==> config.mk <==
export PLATFORM = sky130hd
export DESIGN_NAME = daq_sample_buffer
export DESIGN_NICKNAME = d
export VERILOG_FILES = /design/src/rtl/daq_sample_buffer.sv
export SDC_FILE = /design/constraint.sdc
export NUM_CORES = 1
export LEC_CHECK = 0
export ABC_AREA = 1
export ABC_CLOCK_PERIOD_IN_PS = 4600
export CAP_MARGIN = 20
export CORE_ASPECT_RATIO = 0.7
export CORE_MARGIN = 1
export CORE_UTILIZATION = 55
export CTS_CLUSTER_SIZE = 20
export DETAILED_ROUTE_END_ITERATION = 7
export PLACE_DENSITY_LB_ADDON = 0.1
export SLEW_MARGIN = 5
export SYNTH_ARGS = -nofsm -noshare
export SYNTH_HDL_FRONTEND = slang
export SYNTH_SLANG_ARGS = --single-unit
==> constraint.sdc <==
create_clock -name clk -period 4.6 [get_ports clk]
set_input_delay 1.15 -clock clk [delete_from_list [all_inputs] [get_ports clk]]
set_output_delay 1.15 -clock clk [all_outputs]
set_load 0.02 [all_outputs]
==> src/rtl/daq_sample_buffer.sv <==
// daq_sample_buffer
// Takes one sample per rising edge of the SPI data-ready strobe.
// Averages 2^AVG_LOG2 samples and tags each result with a free-running timestamp.
// Queues results in a first-word-fall-through FIFO that the host reads with valid/ready.
// Also reports occupancy, a sticky overflow flag and a watermark interrupt.

module daq_sample_buffer #(
    parameter int unsigned DATA_WIDTH = 16,
    parameter int unsigned DEPTH      = 16,
    parameter int unsigned AVG_LOG2   = 2,
    parameter int unsigned TS_WIDTH   = 16,
    parameter int unsigned WATERMARK  = 12
) (
    input  logic                       clk,
    input  logic                       rst_n,
    input  logic                       enable,
    input  logic                       flush,
    input  logic                       in_valid,
    input  logic [DATA_WIDTH-1:0]      in_data,
    output logic                       out_valid,
    input  logic                       out_ready,
    output logic [DATA_WIDTH-1:0]      out_data,
    output logic [TS_WIDTH-1:0]        out_ts,
    output logic [$clog2(DEPTH):0]     level,
    output logic                       overflow,
    input  logic                       clear_ovf,
    output logic                       irq
);

    localparam int unsigned PTR_W = $clog2(DEPTH);
    localparam int unsigned LVL_W = PTR_W + 1;
    localparam int unsigned CNT_W = (AVG_LOG2 > 0) ? AVG_LOG2 : 1;
    localparam int unsigned ACC_W = DATA_WIDTH + AVG_LOG2;

    localparam logic [CNT_W-1:0] CNT_LAST = CNT_W'((1 << AVG_LOG2) - 1);
    localparam logic [LVL_W-1:0] LVL_FULL = LVL_W'(DEPTH);
    localparam logic [LVL_W-1:0] LVL_WM   = LVL_W'(WATERMARK);

    // ------------------------------------------------------------------
    // Timestamp and input edge detection
    // ------------------------------------------------------------------
    logic [TS_WIDTH-1:0] ts_q, ts_d;
    logic                vld_prev_q;
    logic                sample_take;

    assign ts_d        = ts_q + TS_WIDTH'(1);
    assign sample_take = in_valid & ~vld_prev_q & enable & ~flush;

    // Free-running timestamp; also remembers the previous in_valid for edge detect
    always_ff @(posedge clk or negedge rst_n) begin
        if (!rst_n) begin
            ts_q       <= '0;
            vld_prev_q <= 1'b0;
        end else begin
            ts_q       <= ts_d;
            vld_prev_q <= in_valid;
        end
    end

    // ------------------------------------------------------------------
    // Averaging accumulator and pending-result register
    // ------------------------------------------------------------------
    logic [ACC_W-1:0]      acc_q, acc_d;
    logic [CNT_W-1:0]      cnt_q, cnt_d;
    logic                  pend_q, pend_d;
    logic [DATA_WIDTH-1:0] pend_data_q, pend_data_d;
    logic [TS_WIDTH-1:0]   pend_ts_q, pend_ts_d;
    logic [ACC_W-1:0]      sum;

    assign sum = acc_q + ACC_W'(in_data);

    // Accumulate accepted samples; on the last one of a group, register the result for the FIFO
    always_comb begin
        acc_d       = acc_q;
        cnt_d       = cnt_q;
        pend_d      = 1'b0;
        pend_data_d = pend_data_q;
        pend_ts_d   = pend_ts_q;
        if (flush || !enable) begin
            acc_d = '0;
            cnt_d = '0;
        end else if (sample_take) begin
            if (cnt_q == CNT_LAST) begin
                acc_d       = '0;
                cnt_d       = '0;
                pend_d      = 1'b1;
                // Top DATA_WIDTH bits of the sum equal sum >> AVG_LOG2
                pend_data_d = sum[ACC_W-1 -: DATA_WIDTH];
                pend_ts_d   = ts_q;
            end else begin
                acc_d = sum;
                cnt_d = cnt_q + CNT_W'(1);
            end
        end
    end

    // Accumulator state register
    always_ff @(posedge clk or negedge rst_n) begin
        if (!rst_n) begin
            acc_q       <= '0;
            cnt_q       <= '0;
            pend_q      <= 1'b0;
            pend_data_q <= '0;
            pend_ts_q   <= '0;
        end else begin
            acc_q       <= acc_d;
            cnt_q       <= cnt_d;
            pend_q      <= pend_d;
            pend_data_q <= pend_data_d;
            pend_ts_q   <= pend_ts_d;
        end
    end

    // ------------------------------------------------------------------
    // FWFT FIFO
    // ------------------------------------------------------------------
    logic [DATA_WIDTH-1:0] data_mem [DEPTH];
    logic [TS_WIDTH-1:0]   ts_mem   [DEPTH];

    logic [PTR_W-1:0] wr_ptr_q, wr_ptr_d;
    logic [PTR_W-1:0] rd_ptr_q, rd_ptr_d;
    logic [LVL_W-1:0] level_q, level_d;
    logic             ovf_q, ovf_d;
    logic             irq_q, irq_d;

    logic             fifo_valid;
    logic             fifo_full;
    logic             pop;
    logic             push_ok;
    logic             drop;

    assign fifo_valid = (level_q != '0);
    assign fifo_full  = (level_q == LVL_FULL);
    assign pop        = fifo_valid & out_ready & ~flush;
    // A full FIFO still takes a push when a pop frees a slot at the same edge
    assign push_ok    = pend_q & ~flush & (~fifo_full | pop);
    assign drop       = pend_q & ~flush & fifo_full & ~pop;

    // Next pointers, occupancy, overflow and watermark
    always_comb begin
        wr_ptr_d = wr_ptr_q;
        rd_ptr_d = rd_ptr_q;
        level_d  = level_q;
        ovf_d    = ovf_q;
        if (flush) begin
            wr_ptr_d = '0;
            rd_ptr_d = '0;
            level_d  = '0;
        end else begin
            if (push_ok) begin
                wr_ptr_d = wr_ptr_q + PTR_W'(1);
            end
            if (pop) begin
                rd_ptr_d = rd_ptr_q + PTR_W'(1);
            end
            case ({push_ok, pop})
                2'b10:   level_d = level_q + LVL_W'(1);
                2'b01:   level_d = level_q - LVL_W'(1);
                default: level_d = level_q;
            endcase
        end
        if (drop) begin
            ovf_d = 1'b1;
        end else if (clear_ovf) begin
            ovf_d = 1'b0;
        end
        irq_d = (level_d >= LVL_WM);
    end

    // FIFO control state register
    always_ff @(posedge clk or negedge rst_n) begin
        if (!rst_n) begin
            wr_ptr_q <= '0;
            rd_ptr_q <= '0;
            level_q  <= '0;
            ovf_q    <= 1'b0;
            irq_q    <= 1'b0;
        end else begin
            wr_ptr_q <= wr_ptr_d;
            rd_ptr_q <= rd_ptr_d;
            level_q  <= level_d;
            ovf_q    <= ovf_d;
            irq_q    <= irq_d;
        end
    end

    // Storage array; unread entries are masked at the output, so no reset is needed
    always_ff @(posedge clk) begin
        if (push_ok) begin
            data_mem[wr_ptr_q] <= pend_data_q;
            ts_mem[wr_ptr_q]   <= pend_ts_q;
        end
    end

    // ------------------------------------------------------------------
    // Outputs
    // ------------------------------------------------------------------
    assign out_valid = fifo_valid;
    assign out_data  = fifo_valid ? data_mem[rd_ptr_q] : '0;
    assign out_ts    = fifo_valid ? ts_mem[rd_ptr_q]   : '0;
    assign level     = level_q;
    assign overflow  = ovf_q;
    assign irq       = irq_q;

endmodule

## Word level (Yosys, flattened, before mapping)

Memories as Yosys holds them, arrays and structs flattened.
Index checks and enable logic that the tools add are counted.

| word-level totals | value |
|---|---|
| output and inout port bits | 40 |
| flip-flop bits (word level) | 85 |
| bits in writable memories | 512 |
| input port bits | 23 |
| memories | 2 |
| word-level logic and storage cells | 70 |

Memory list:

| name | words | width | rd ports | clocked after memory_dff | wr ports | RTL line | source |
|---|---|---|---|---|---|---|---|
| data_mem | 16 | 16 | 1 | 0 | 1 | 117 | `logic [DATA_WIDTH-1:0] data_mem [DEPTH];` |
| ts_mem | 16 | 16 | 1 | 0 | 1 | 118 | `logic [TS_WIDTH-1:0] ts_mem [DEPTH];` |

| operators by class | value |
|---|---|
| mux-type cells | 21 |
| magnitude comparators | 1 |
| add/sub/neg operators | 7 |
| eq/ne operators | 4 |
| reductions and logical operators | 8 |
| bitwise gates (word level) | 15 |

Operator list:

| kind | count |
|---|---|
| $mux W18 | 3 |
| $mux W16 | 2 |
| $add A18 B16 Y18 | 1 |
| $add A16 B1 Y16 const B | 1 |
| $mux W4 | 4 |
| $pmux W5 S2 | 1 |
| $and A1 B1 Y1 | 9 |
| $add A4 B1 Y4 const B | 2 |
| $reduce_bool A2 Y1 | 4 |
| $mux W1 | 7 |
| $mux W2 | 3 |
| $add A5 B1 Y5 const B | 1 |
| $eq A5 B5 Y1 const B | 1 |
| $ge A5 B4 Y1 const B | 1 |
| $mux W5 | 1 |
| $not A1 Y1 | 5 |
| $reduce_bool A5 Y1 | 1 |
| $sub A5 B1 Y5 const B | 1 |
| $eq A2 B2 Y1 const B | 2 |
| $reduce_and A3 Y1 | 1 |
| $add A2 B1 Y2 const B | 1 |
| $eq A2 B1 Y1 const B | 1 |
| $logic_not A1 Y1 | 1 |
| $logic_or A1 B1 Y1 | 1 |
| $or A1 B1 Y1 | 1 |

## Depth between registers and ports, before layout

Gate-level depths: netlist of the first run.

| logic depth | value |
|---|---|
| depth after elaboration | 9 |
| mapped depth | 15 |
| mapped depth without buffers | 15 |

## Worst setup path before layout of the first run

No wires, ideal clock.

| timing | value |
|---|---|
| kind | in2reg |
| start point | in flush |
| end point | mem data_mem[11][0], enable pin |
| data arrival time | 3,149 ps |
| path slack | 1,030 ps |
| stages | 7 |
| setup time | 421 ps |
| required time | 4,179 ps |
| buffers on the path | 0 |
| cell sequence | inv_2 > a21oi_1 > nand3_1 > nand2_1 > inv_1 > nand2_1 > nor2_1 |

| between the ends | value |
|---|---|
| word-level cells in the longest chain between the ends | 6 |
| elaborated cells on any way between the ends | 7 |
| those cells by class | 2 x mux; 5 x bitwise |

Ends and longest elaborated chain:

| what | RTL line | source |
|---|---|---|
| from (decl) | 17 | `input logic flush,` |
| $not A1 Y1 (*) | 134, 136 |  |
| $and A1 B1 Y1 | 134 | `assign pop = fifo_valid & out_ready & ~flush;` |
| $or A1 B1 Y1 | 136 | `assign push_ok = pend_q & ~flush & (~fifo_full \| pop);` |
| $and A1 B1 Y1 (*) | 136 |  |
| $mux W1 (*) | 189 | `if (push_ok) begin` |
| $mux W1 (implied by the code) (*) | 190 | `data_mem[wr_ptr_q] <= pend_data_q;` |
| to (decl) | 117 |  |

Every way passes the cells marked *; elsewhere a longest branch is shown, timed or not.

## Worst setup path in the final report of the first run

| timing | value |
|---|---|
| start point | reg rd_ptr_q[1] |
| end point | out out_data[6] |

| between the ends | value |
|---|---|
| word-level cells in the longest chain between the ends | 2 |

Ends and longest elaborated chain:

| what | RTL line | source |
|---|---|---|
| from (decl) | 121 | `logic [PTR_W-1:0] rd_ptr_q, rd_ptr_d;` |
| from (signal assigned) | 180 | `rd_ptr_q <= rd_ptr_d;` |
| $mem_v2 Z16 W16 | -- |  |
| $mux W16 | 199 | `assign out_data = fifo_valid ? data_mem[rd_ptr_q] : '0;` |
| to (decl) | 22 | `output logic [DATA_WIDTH-1:0] out_data,` |

Every way passes these cells.

==> impl_metrics.xml, run 1 <==
<?xml version="1.0" encoding="UTF-8"?>
<metrics>
  <group name="placement">
    <metric name="routabilityCongestion" unit="">0.8491</metric>
    <metric name="port_buffers" unit="">62</metric>
    <metric name="dp.cells" unit="">2576</metric>
    <metric name="dp_hpwl" unit="mm">34.12</metric>
    <metric name="place_area" unit="mm2">0.02619</metric>
  </group>
  <group name="yosys">
    <metric name="async_reset_ff_frac" unit="">0.1424</metric>
    <metric name="synth-edff-count" unit="">512</metric>
    <metric name="post_synth_num_cell_types" unit="">50</metric>
    <metric name="avgSynthCellArea" unit="um2">12.45</metric>
    <metric name="yosysSeqAreaShare" unit="">0.7159</metric>
    <metric name="synth_seq_cells" unit="">597</metric>
    <metric name="synthesis.nets" unit="">2012</metric>
    <metric name="synth_area" unit="mm2">0.02445</metric>
    <metric name="synthesis.yosys.warnings" unit="">0</metric>
    <metric name="yosys_most_used_dff" unit="">sky130_fd_sc_hd__edfxtp_1</metric>
    <metric name="netlist_instances" unit="">1964</metric>
  </group>
  <group name="power_and_ir_drop">
    <metric name="power.ir.vdd_worst" unit="uV">302.8</metric>
    <metric name="power_density" unit="mW/mm2">408.4</metric>
    <metric name="power" unit="mW">11.42</metric>
    <metric name="p_leak" unit="nW">10.40</metric>
  </group>
  <group name="timing">
    <metric name="report.final.slew_viol_count" unit="">0</metric>
    <metric name="max_clock_freq" unit="MHz">224.2</metric>
    <metric name="max-slew-margin-rel" unit="">0.4228</metric>
    <metric name="finalCritPeriodShare" unit="">0.9698</metric>
    <metric name="final-setup-viol-count" unit="">0</metric>
    <metric name="hold_viol" unit="">0</metric>
    <metric name="final.setup_skew" unit="ps">18.67</metric>
    <metric name="final.min_clock_period" unit="ps">4461</metric>
    <metric name="rsz0062_at_grt" unit="">false</metric>
    <metric name="worstMarginPinSlew" unit="ps">865.7</metric>
    <metric name="final.setup.tns" unit="ps">0</metric>
  </group>
  <group name="layout">
    <metric name="final_net_count" unit="">2088</metric>
    <metric name="design_area" unit="mm2">0.02796</metric>
    <metric name="area_growth" unit="%">14.36</metric>
    <metric name="final_layout_size_suffix_gt1_frac" unit="">0.09252</metric>
    <metric name="fin_cells" unit="">2680</metric>
    <metric name="num_antenna_cells" unit="">0</metric>
  </group>
  <group name="global_route">
    <metric name="vias_in_the_first_global_route" unit="">14820</metric>
    <metric name="grt_first_pass_wirelength" unit="mm">90.07</metric>
    <metric name="globalRouteTotalUtil" unit="">0.2675</metric>
    <metric name="grt_start_max_net_pins" unit="">67</metric>
    <metric name="global_route.overflow_total" unit="">0</metric>
    <metric name="initial_antenna_violation_count" unit="">1</metric>
  </group>
  <group name="outcome">
    <metric name="result_of_the_run" unit="">complete, no violations</metric>
  </group>
  <group name="routing">
    <metric name="dr.first_iter.drc_count" unit="">1568</metric>
    <metric name="ant_nets" unit="">0</metric>
    <metric name="route.detailed.vias_per_inst" unit="">5.817</metric>
    <metric name="wire_per_inst" unit="um">22.14</metric>
    <metric name="drt-pass1-iter-count" unit="">5</metric>
    <metric name="routed_wl" unit="mm">59.34</metric>
    <metric name="drt_drc_violations_left" unit="">0</metric>
    <metric name="detailroute.via_count" unit="">15590</metric>
  </group>
  <group name="floorplanning">
    <metric name="die_width" unit="um">254.0</metric>
    <metric name="die_area" unit="mm2">0.04531</metric>
    <metric name="effective_utilization_at_floorplan" unit="">0.5592</metric>
    <metric name="core-area" unit="mm2">0.04372</metric>
    <metric name="core.rowCount" unit="">64</metric>
    <metric name="floorplan.io_pins" unit="">63</metric>
    <metric name="floorplan.die.height" unit="um">178.4</metric>
  </group>
  <group name="worst_setup_path">
    <metric name="setup.reg_to_reg.worst_slack" unit="ps">2040</metric>
    <metric name="worstPathMaxFanout" unit="">27</metric>
    <metric name="critPathCaptureType" unit="">output port</metric>
    <metric name="r2r-start" unit="">level[4]$_DFF_PN0_</metric>
    <metric name="critical_path_required" unit="ps">3450</metric>
    <metric name="r2r_cells" unit="">8</metric>
    <metric name="setup.worst_path.start" unit="">rd_ptr_q[1]$_DFFE_PN0P_</metric>
    <metric name="worstPathArrival" unit="ps">3310</metric>
    <metric name="cp-start-kind" unit="">register</metric>
    <metric name="worstSetupPathType" unit="">reg -&gt; out</metric>
  </group>
  <group name="cts">
    <metric name="h-tree-depth" unit="">2</metric>
    <metric name="cts_tree" unit="">yes</metric>
    <metric name="worst_skew_pair.late_latency" unit="ps">590</metric>
    <metric name="cts_buffers" unit="">56</metric>
    <metric name="cts_root_buf" unit="">sky130_fd_sc_hd__clkbuf_16</metric>
    <metric name="clkSinkCount" unit="">597</metric>
    <metric name="clockBufferDepth" unit="">3</metric>
    <metric name="clock_transition_at_the_register_clock_pins_on_the_worst_setup_and_hold_paths_after_cts" unit="ps">60</metric>
  </group>
  <group name="min_path">
    <metric name="holdPathStages" unit="">1</metric>
    <metric name="timing.hold.worst.class" unit="">reg -&gt; reg</metric>
    <metric name="hold_path.startpoint" unit="">ts_q[15]$_DFF_PN0_</metric>
  </group>
  <group name="job">
    <metric name="max_cap_viol_count" unit="">0</metric>
  </group>
</metrics>
==> flip-flops by register name, indices dropped and copies added, names as in the netlist <==
register and count:
pend_q 1, wr_ptr_q 4, pend_ts_q 16, data_mem 256
overflow 1, vld_prev_q 1, level 5, cnt_q 2
rd_ptr_q 4, pend_data_q 16, ts_q 16, ts_mem 256
acc_q 18, irq 1
==> layout by cell type, fill, tap and decap left out, types with 7 or more instances in the layout <==
cell / instances
sky130_fd_sc_hd__a211oi_1: 64
sky130_fd_sc_hd__a21oi_1: 113
sky130_fd_sc_hd__buf_12: 24
sky130_fd_sc_hd__buf_4: 38
sky130_fd_sc_hd__clkbuf_1: 16
sky130_fd_sc_hd__clkbuf_16: 58
sky130_fd_sc_hd__clkdlybuf4s50_1: 61
sky130_fd_sc_hd__clkinv_1: 15
sky130_fd_sc_hd__clkinv_2: 7
sky130_fd_sc_hd__dfrtp_1: 83
sky130_fd_sc_hd__edfxtp_1: 512
sky130_fd_sc_hd__ha_1: 24
sky130_fd_sc_hd__inv_1: 52
sky130_fd_sc_hd__inv_2: 9
sky130_fd_sc_hd__mux2i_1: 32
sky130_fd_sc_hd__nand2_1: 380
sky130_fd_sc_hd__nand3_1: 44
sky130_fd_sc_hd__nor2_1: 152
sky130_fd_sc_hd__nor2_4: 18
sky130_fd_sc_hd__nor3_1: 33
sky130_fd_sc_hd__o21ai_0: 198
sky130_fd_sc_hd__o22ai_1: 65
sky130_fd_sc_hd__xor2_1: 18
==> kinds of logic (layout without fill, tap and decap cells) <==
group,Yosys count,count (layout),share of synthesized area
compound gates,463,463,0.1072
simple gates,657,657,0.1122
fa+ha+maj,25,25,0.01310
mux,32,32,0.01310
xor+xnor,21,21,0.007523
buf+inv,169,291,0.03101
flops,597,597,0.7159
==> through the flow <==
step | worst slack (ps) | utilization | hold slack [ps]
after detailed placement | 465.1 | 0.5989 | 459.1
after CTS | 53.63 | 0.6393 | 473.2
after global routing | 23.80 | 0.6395 | 500.8
after global placement | 472.9 | 0.5989 | 456.6
final | 139.1 | 0.6395 | 475.2
after floorplan | 1030 | - | 441.4
==> routing by layer <==
metal,share of wire,GRT usage
met5,0.00022,0
met4,0.018,0.06526
met3,0.074,0.03896
met2,0.45,0.4085
met1,0.46,0.4064
==> area by class of cell <==
| class | count | area (um2) |
|---|---|---|
| Sequential cell | 597 | 17510 |
| Fill cell | 3336 | 15760 |
| Multi-Input combinational cell | 1198 | 6316 |
| Clock buffer | 77 | 1553 |
| Timing Repair Buffer | 124 | 1388 |
| Tap cell | 594 | 743.2 |
| Inverter | 63 | 244.0 |
| Clock inverter | 27 | 209.0 |
==> worst paths after layout <==
| check | endpoint |
|---|---|
| hold reg to reg | ts_q[15]$_DFF_PN0_ |
| setup / recovery | out_data[6] |
| setup reg to reg | data_mem[15][1]$_DFFE_PP_ |
| max in group asynchronous | cnt_q[0]$_DFFE_PN0P_ |
| hold / removal | ts_q[15]$_DFF_PN0_ |
| min in group asynchronous | acc_q[15]$_DFFE_PN0P_ |
==> worst max-delay path, cell delays in order (launching register included) <==
cell	delay, ps
sky130_fd_sc_hd__dfrtp_2	450
sky130_fd_sc_hd__inv_2	520
sky130_fd_sc_hd__buf_4	360
sky130_fd_sc_hd__o21ai_0	130
sky130_fd_sc_hd__o22ai_1	120
sky130_fd_sc_hd__nand2_1	70
sky130_fd_sc_hd__a211oi_1	370
sky130_fd_sc_hd__clkdlybuf4s50_1	680
==> power breakdown <==
part	internal, mW	total, mW	switching (mW)	leakage [nW]
combinational	0.376	1.05	0.678	3.09
clock	2.52	4.45	1.93	0.854
sequential	5.86	5.91	0.0581	6.46
total	8.75	11.4	2.67	10.4
==> synthesized netlist by cell type (2+ instances only) <==
cell type	number	share of area
sky130_fd_sc_hd__a211oi_1	65	0.020
sky130_fd_sc_hd__a21boi_1	2	0.00061
sky130_fd_sc_hd__a21oi_1	113	0.023
sky130_fd_sc_hd__a22o_1	4	0.0014
sky130_fd_sc_hd__buf_1	4	0.00061
sky130_fd_sc_hd__buf_2	22	0.0045
sky130_fd_sc_hd__buf_4	19	0.0058
sky130_fd_sc_hd__buf_6	3	0.0014
sky130_fd_sc_hd__clkbuf_1	56	0.0086
sky130_fd_sc_hd__clkbuf_2	2	0.00041
sky130_fd_sc_hd__dfrtp_1	85	0.087
sky130_fd_sc_hd__edfxtp_1	512	0.63
sky130_fd_sc_hd__ha_1	24	0.012
sky130_fd_sc_hd__inv_1	54	0.0083
sky130_fd_sc_hd__inv_2	8	0.0012
sky130_fd_sc_hd__mux2i_1	32	0.013
sky130_fd_sc_hd__nand2_1	381	0.058
sky130_fd_sc_hd__nand3_1	44	0.0090
sky130_fd_sc_hd__nand3_2	6	0.0025
sky130_fd_sc_hd__nand3b_1	3	0.00092
sky130_fd_sc_hd__nand4_1	3	0.00077
sky130_fd_sc_hd__nor2_1	168	0.026
sky130_fd_sc_hd__nor2_2	3	0.00077
sky130_fd_sc_hd__nor2_4	2	0.00092
sky130_fd_sc_hd__nor3_1	33	0.0068
sky130_fd_sc_hd__nor3_4	3	0.0020
sky130_fd_sc_hd__o21ai_0	198	0.041
sky130_fd_sc_hd__o21ai_1	6	0.0012
sky130_fd_sc_hd__o21bai_1	2	0.00061
sky130_fd_sc_hd__o22ai_1	65	0.017
sky130_fd_sc_hd__or2_2	4	0.0010
sky130_fd_sc_hd__xnor2_1	3	0.0011
sky130_fd_sc_hd__xor2_1	18	0.0064
==> what timing repair did <==
action                     4_1_cts  5_1_grt
gates resized for setup          1        2
setup buffers                    0        0
hold endpoints to repair         0        0
pin swaps                        0        0
hold buffers                     0        0
setup endpoints to repair        1       10
Note: power is estimated with default switching activity, not from simulation.
==> run 2: changes to the inputs <==
--- a/config.mk
+++ b/config.mk
@@ -11,9 +11,10 @@
 export CORE_ASPECT_RATIO = 0.7
 export CORE_MARGIN = 1
 export CORE_UTILIZATION = 55
-export CTS_CLUSTER_SIZE = 20
+export CTS_CLUSTER_DIAMETER = 50
+export CTS_CLUSTER_SIZE = 30
 export DETAILED_ROUTE_END_ITERATION = 7
-export PLACE_DENSITY_LB_ADDON = 0.1
+export PLACE_DENSITY_LB_ADDON = 0.08
 export SLEW_MARGIN = 5
 export SYNTH_ARGS = -nofsm -noshare
 export SYNTH_HDL_FRONTEND = slang
==> impl_metrics.xml, run 2 (synthesis results as in run 1) <==
<?xml version="1.0" encoding="UTF-8"?>
<metrics>
  <group name="routing">
    <metric name="ant_nets" unit="">0</metric>
    <metric name="route.detailed.vias_per_inst" unit="">5.805</metric>
    <metric name="dr.first_iter.drc_count" unit="">1686</metric>
    <metric name="drt_drc_violations_left" unit="">0</metric>
    <metric name="wire_per_inst" unit="um">22.02</metric>
    <metric name="detailroute.via_count" unit="">15260</metric>
    <metric name="routed_wl" unit="mm">57.90</metric>
    <metric name="drt-pass1-iter-count" unit="">5</metric>
  </group>
  <group name="worst_setup_path">
    <metric name="worstSetupPathType" unit="">reg -&gt; out</metric>
    <metric name="critical_path_required" unit="ps">3450</metric>
    <metric name="worst_path_max_delay_cell" unit="">sky130_fd_sc_hd__dfrtp_4</metric>
    <metric name="r2r_cells" unit="">8</metric>
    <metric name="cp_top_family" unit="">buffers and inverters</metric>
    <metric name="critical_path.reg2reg.endpoint" unit="">data_mem[11][6]$_DFFE_PP_</metric>
    <metric name="setup.reg_to_reg.worst_slack" unit="ps">2130</metric>
    <metric name="worstPathArrival" unit="ps">3330</metric>
    <metric name="cp_slowest_stage_delay" unit="ps">600</metric>
    <metric name="worstPathMaxFanout" unit="">54</metric>
    <metric name="cp-start-kind" unit="">register</metric>
    <metric name="r2r-start" unit="">level[4]$_DFF_PN0_</metric>
    <metric name="critPathBufInv" unit="">4</metric>
    <metric name="critPathCaptureType" unit="">output port</metric>
    <metric name="timing.critical_path.cells" unit="">inv_8 &gt; buf_12 &gt; o21ai_0 &gt; o22ai_1 &gt; nand2_1 &gt; a211oi_1 &gt; buf_4 &gt; clkdlybuf4s50_1</metric>
  </group>
  <group name="floorplanning">
    <metric name="effective_utilization_at_floorplan" unit="">0.5592</metric>
    <metric name="floorplan.die.height" unit="um">178.4</metric>
    <metric name="floorplan.io_pins" unit="">63</metric>
    <metric name="die_width" unit="um">254.0</metric>
    <metric name="core-area" unit="mm2">0.04372</metric>
    <metric name="core.rowCount" unit="">64</metric>
    <metric name="die_area" unit="mm2">0.04531</metric>
  </group>
  <group name="layout">
    <metric name="mostFrequentLayoutCells" unit="">512 x sky130_fd_sc_hd__edfxtp_1, 380 x sky130_fd_sc_hd__nand2_1, 198 x sky130_fd_sc_hd__o21ai_0</metric>
    <metric name="area_growth" unit="%">11.93</metric>
    <metric name="final_net_count" unit="">2051</metric>
    <metric name="final_layout_size_suffix_gt1_frac" unit="">0.08059</metric>
    <metric name="num_antenna_cells" unit="">0</metric>
    <metric name="largest_registers" unit="">data_mem: 256 flops, ts_mem: 256 flops, acc_q: 18 flops</metric>
    <metric name="layout_commonest_cell" unit="">sky130_fd_sc_hd__edfxtp_1</metric>
    <metric name="design_area" unit="mm2">0.02737</metric>
  </group>
  <group name="outcome">
    <metric name="result_of_the_run" unit="">complete, no violations</metric>
  </group>
  <group name="placement">
    <metric name="place_area" unit="mm2">0.02598</metric>
    <metric name="post-place-ws" unit="ps">640.8</metric>
    <metric name="port_buffers" unit="">62</metric>
    <metric name="routabilityCongestion" unit="">0.8247</metric>
    <metric name="dp_hpwl" unit="mm">31.98</metric>
  </group>
  <group name="min_path">
    <metric name="hold_end" unit="">ts_q[15]$_DFF_PN0_</metric>
    <metric name="holdPathStages" unit="">1</metric>
    <metric name="hold_path.startpoint" unit="">ts_q[15]$_DFF_PN0_</metric>
    <metric name="timing.hold.worst.class" unit="">reg -&gt; reg</metric>
  </group>
  <group name="timing">
    <metric name="report.final.slew_viol_count" unit="">0</metric>
    <metric name="max_clock_freq" unit="MHz">223.3</metric>
    <metric name="final.setup.tns" unit="ps">0</metric>
    <metric name="whs" unit="ps">473.1</metric>
    <metric name="final.min_clock_period" unit="ps">4478</metric>
    <metric name="postLayoutSetupSlackWorst" unit="ps">121.8</metric>
    <metric name="max-slew-margin-rel" unit="">0.4481</metric>
    <metric name="hold_viol" unit="">0</metric>
    <metric name="final.setup_skew" unit="ps">29.87</metric>
    <metric name="rsz0062_at_grt" unit="">true</metric>
    <metric name="finalCritPeriodShare" unit="">0.9735</metric>
    <metric name="final-setup-viol-count" unit="">0</metric>
    <metric name="worstMarginPinSlew" unit="ps">827.9</metric>
  </group>
  <group name="power_and_ir_drop">
    <metric name="p_leak" unit="nW">10.12</metric>
    <metric name="power_density" unit="mW/mm2">391.7</metric>
    <metric name="power" unit="mW">10.72</metric>
    <metric name="power.ir.vdd_worst" unit="uV">354.8</metric>
  </group>
  <group name="cts">
    <metric name="cts_tree" unit="">yes</metric>
    <metric name="clock_transition_at_the_register_clock_pins_on_the_worst_setup_and_hold_paths_after_cts" unit="ps">90</metric>
    <metric name="cts_buffers" unit="">40</metric>
    <metric name="clkSinkCount" unit="">597</metric>
    <metric name="h-tree-depth" unit="">2</metric>
    <metric name="clockBufferDepth" unit="">3</metric>
    <metric name="post_cts_gate_resize_count" unit="">0</metric>
    <metric name="worst_skew_pair.late_latency" unit="ps">580</metric>
    <metric name="cts_setup_buffers" unit="">0</metric>
    <metric name="cts_root_buf" unit="">sky130_fd_sc_hd__clkbuf_16</metric>
    <metric name="cts_hold_buffers" unit="">0</metric>
  </group>
  <group name="global_route">
    <metric name="grt_start_max_net_pins" unit="">94</metric>
    <metric name="grt_first_pass_wirelength" unit="mm">88.06</metric>
    <metric name="vias_in_the_first_global_route" unit="">14270</metric>
    <metric name="globalRouteTotalUtil" unit="">0.2623</metric>
    <metric name="global_route.overflow_total" unit="">0</metric>
    <metric name="initial_antenna_violation_count" unit="">0</metric>
  </group>
  <group name="job">
    <metric name="max_cap_viol_count" unit="">0</metric>
  </group>
</metrics>
-- run 2: per-layer routing --
metal / routed length [um] / track usage
met4: 1100 / 0.06074
met2: 25880 / 0.4015
met5: 0 / 0
met1: 26780 / 0.4016
met3: 4134 / 0.03473
-- run 2: per-stage QoR --
stage | std cells | util
final | 2629 | 0.6259
after detailed placement | 2555 | 0.5942
after CTS | 2629 | 0.6256
after floorplan | 1964 | -
after global placement | 2555 | 0.5942
after global routing | 2629 | 0.6259
-- run 2: layout make-up --
class | instances | area [um2]
flip-flops and latches | 597 | 17510
fillers | 3365 | 16360
multi-input cells | 1198 | 6311
repair buffers | 103 | 1187
clock buffers | 44 | 1037
well taps | 594 | 743.2
clock inverters | 30 | 335.3
inverters | 63 | 244.0
-- run 2: worst reg2reg max path: stages, from the launching register on --
cell	delay, ps
sky130_fd_sc_hd__dfrtp_1	430
sky130_fd_sc_hd__inv_1	140
sky130_fd_sc_hd__a21oi_1	60
sky130_fd_sc_hd__nand3_1	110
sky130_fd_sc_hd__nand2_1	130
sky130_fd_sc_hd__inv_1	180
sky130_fd_sc_hd__nand2_1	290
sky130_fd_sc_hd__nor2_4	530
sky130_fd_sc_hd__buf_4	320
-- run 2: how the worst max path moves through the flow --
stage / cells past startpoint / end / slack [ps] / start
finish: 8 / out_ts[11] / 120 / rd_ptr_q[0]$_DFFE_PN0P_
global route: 8 / out_ts[11] / -1 / rd_ptr_q[0]$_DFFE_PN0P_
CTS: 8 / out_ts[11] / 70 / rd_ptr_q[0]$_DFFE_PN0P_
detailed placement: 9 / data_mem[11][8]$_DFFE_PP_ / 640 / flush
global placement: 9 / data_mem[11][8]$_DFFE_PP_ / 680 / flush
floorplan: 7 / data_mem[11][0]$_DFFE_PP_ / 1030 / flush
-- run 2: report_power, final --
group          internal [mW]  switching [mW]  total (mW)
sequential              5.85          0.0589        5.91
combinational          0.358           0.671        1.03
clock                   1.77            2.01        3.78
total                   7.98            2.74        10.7
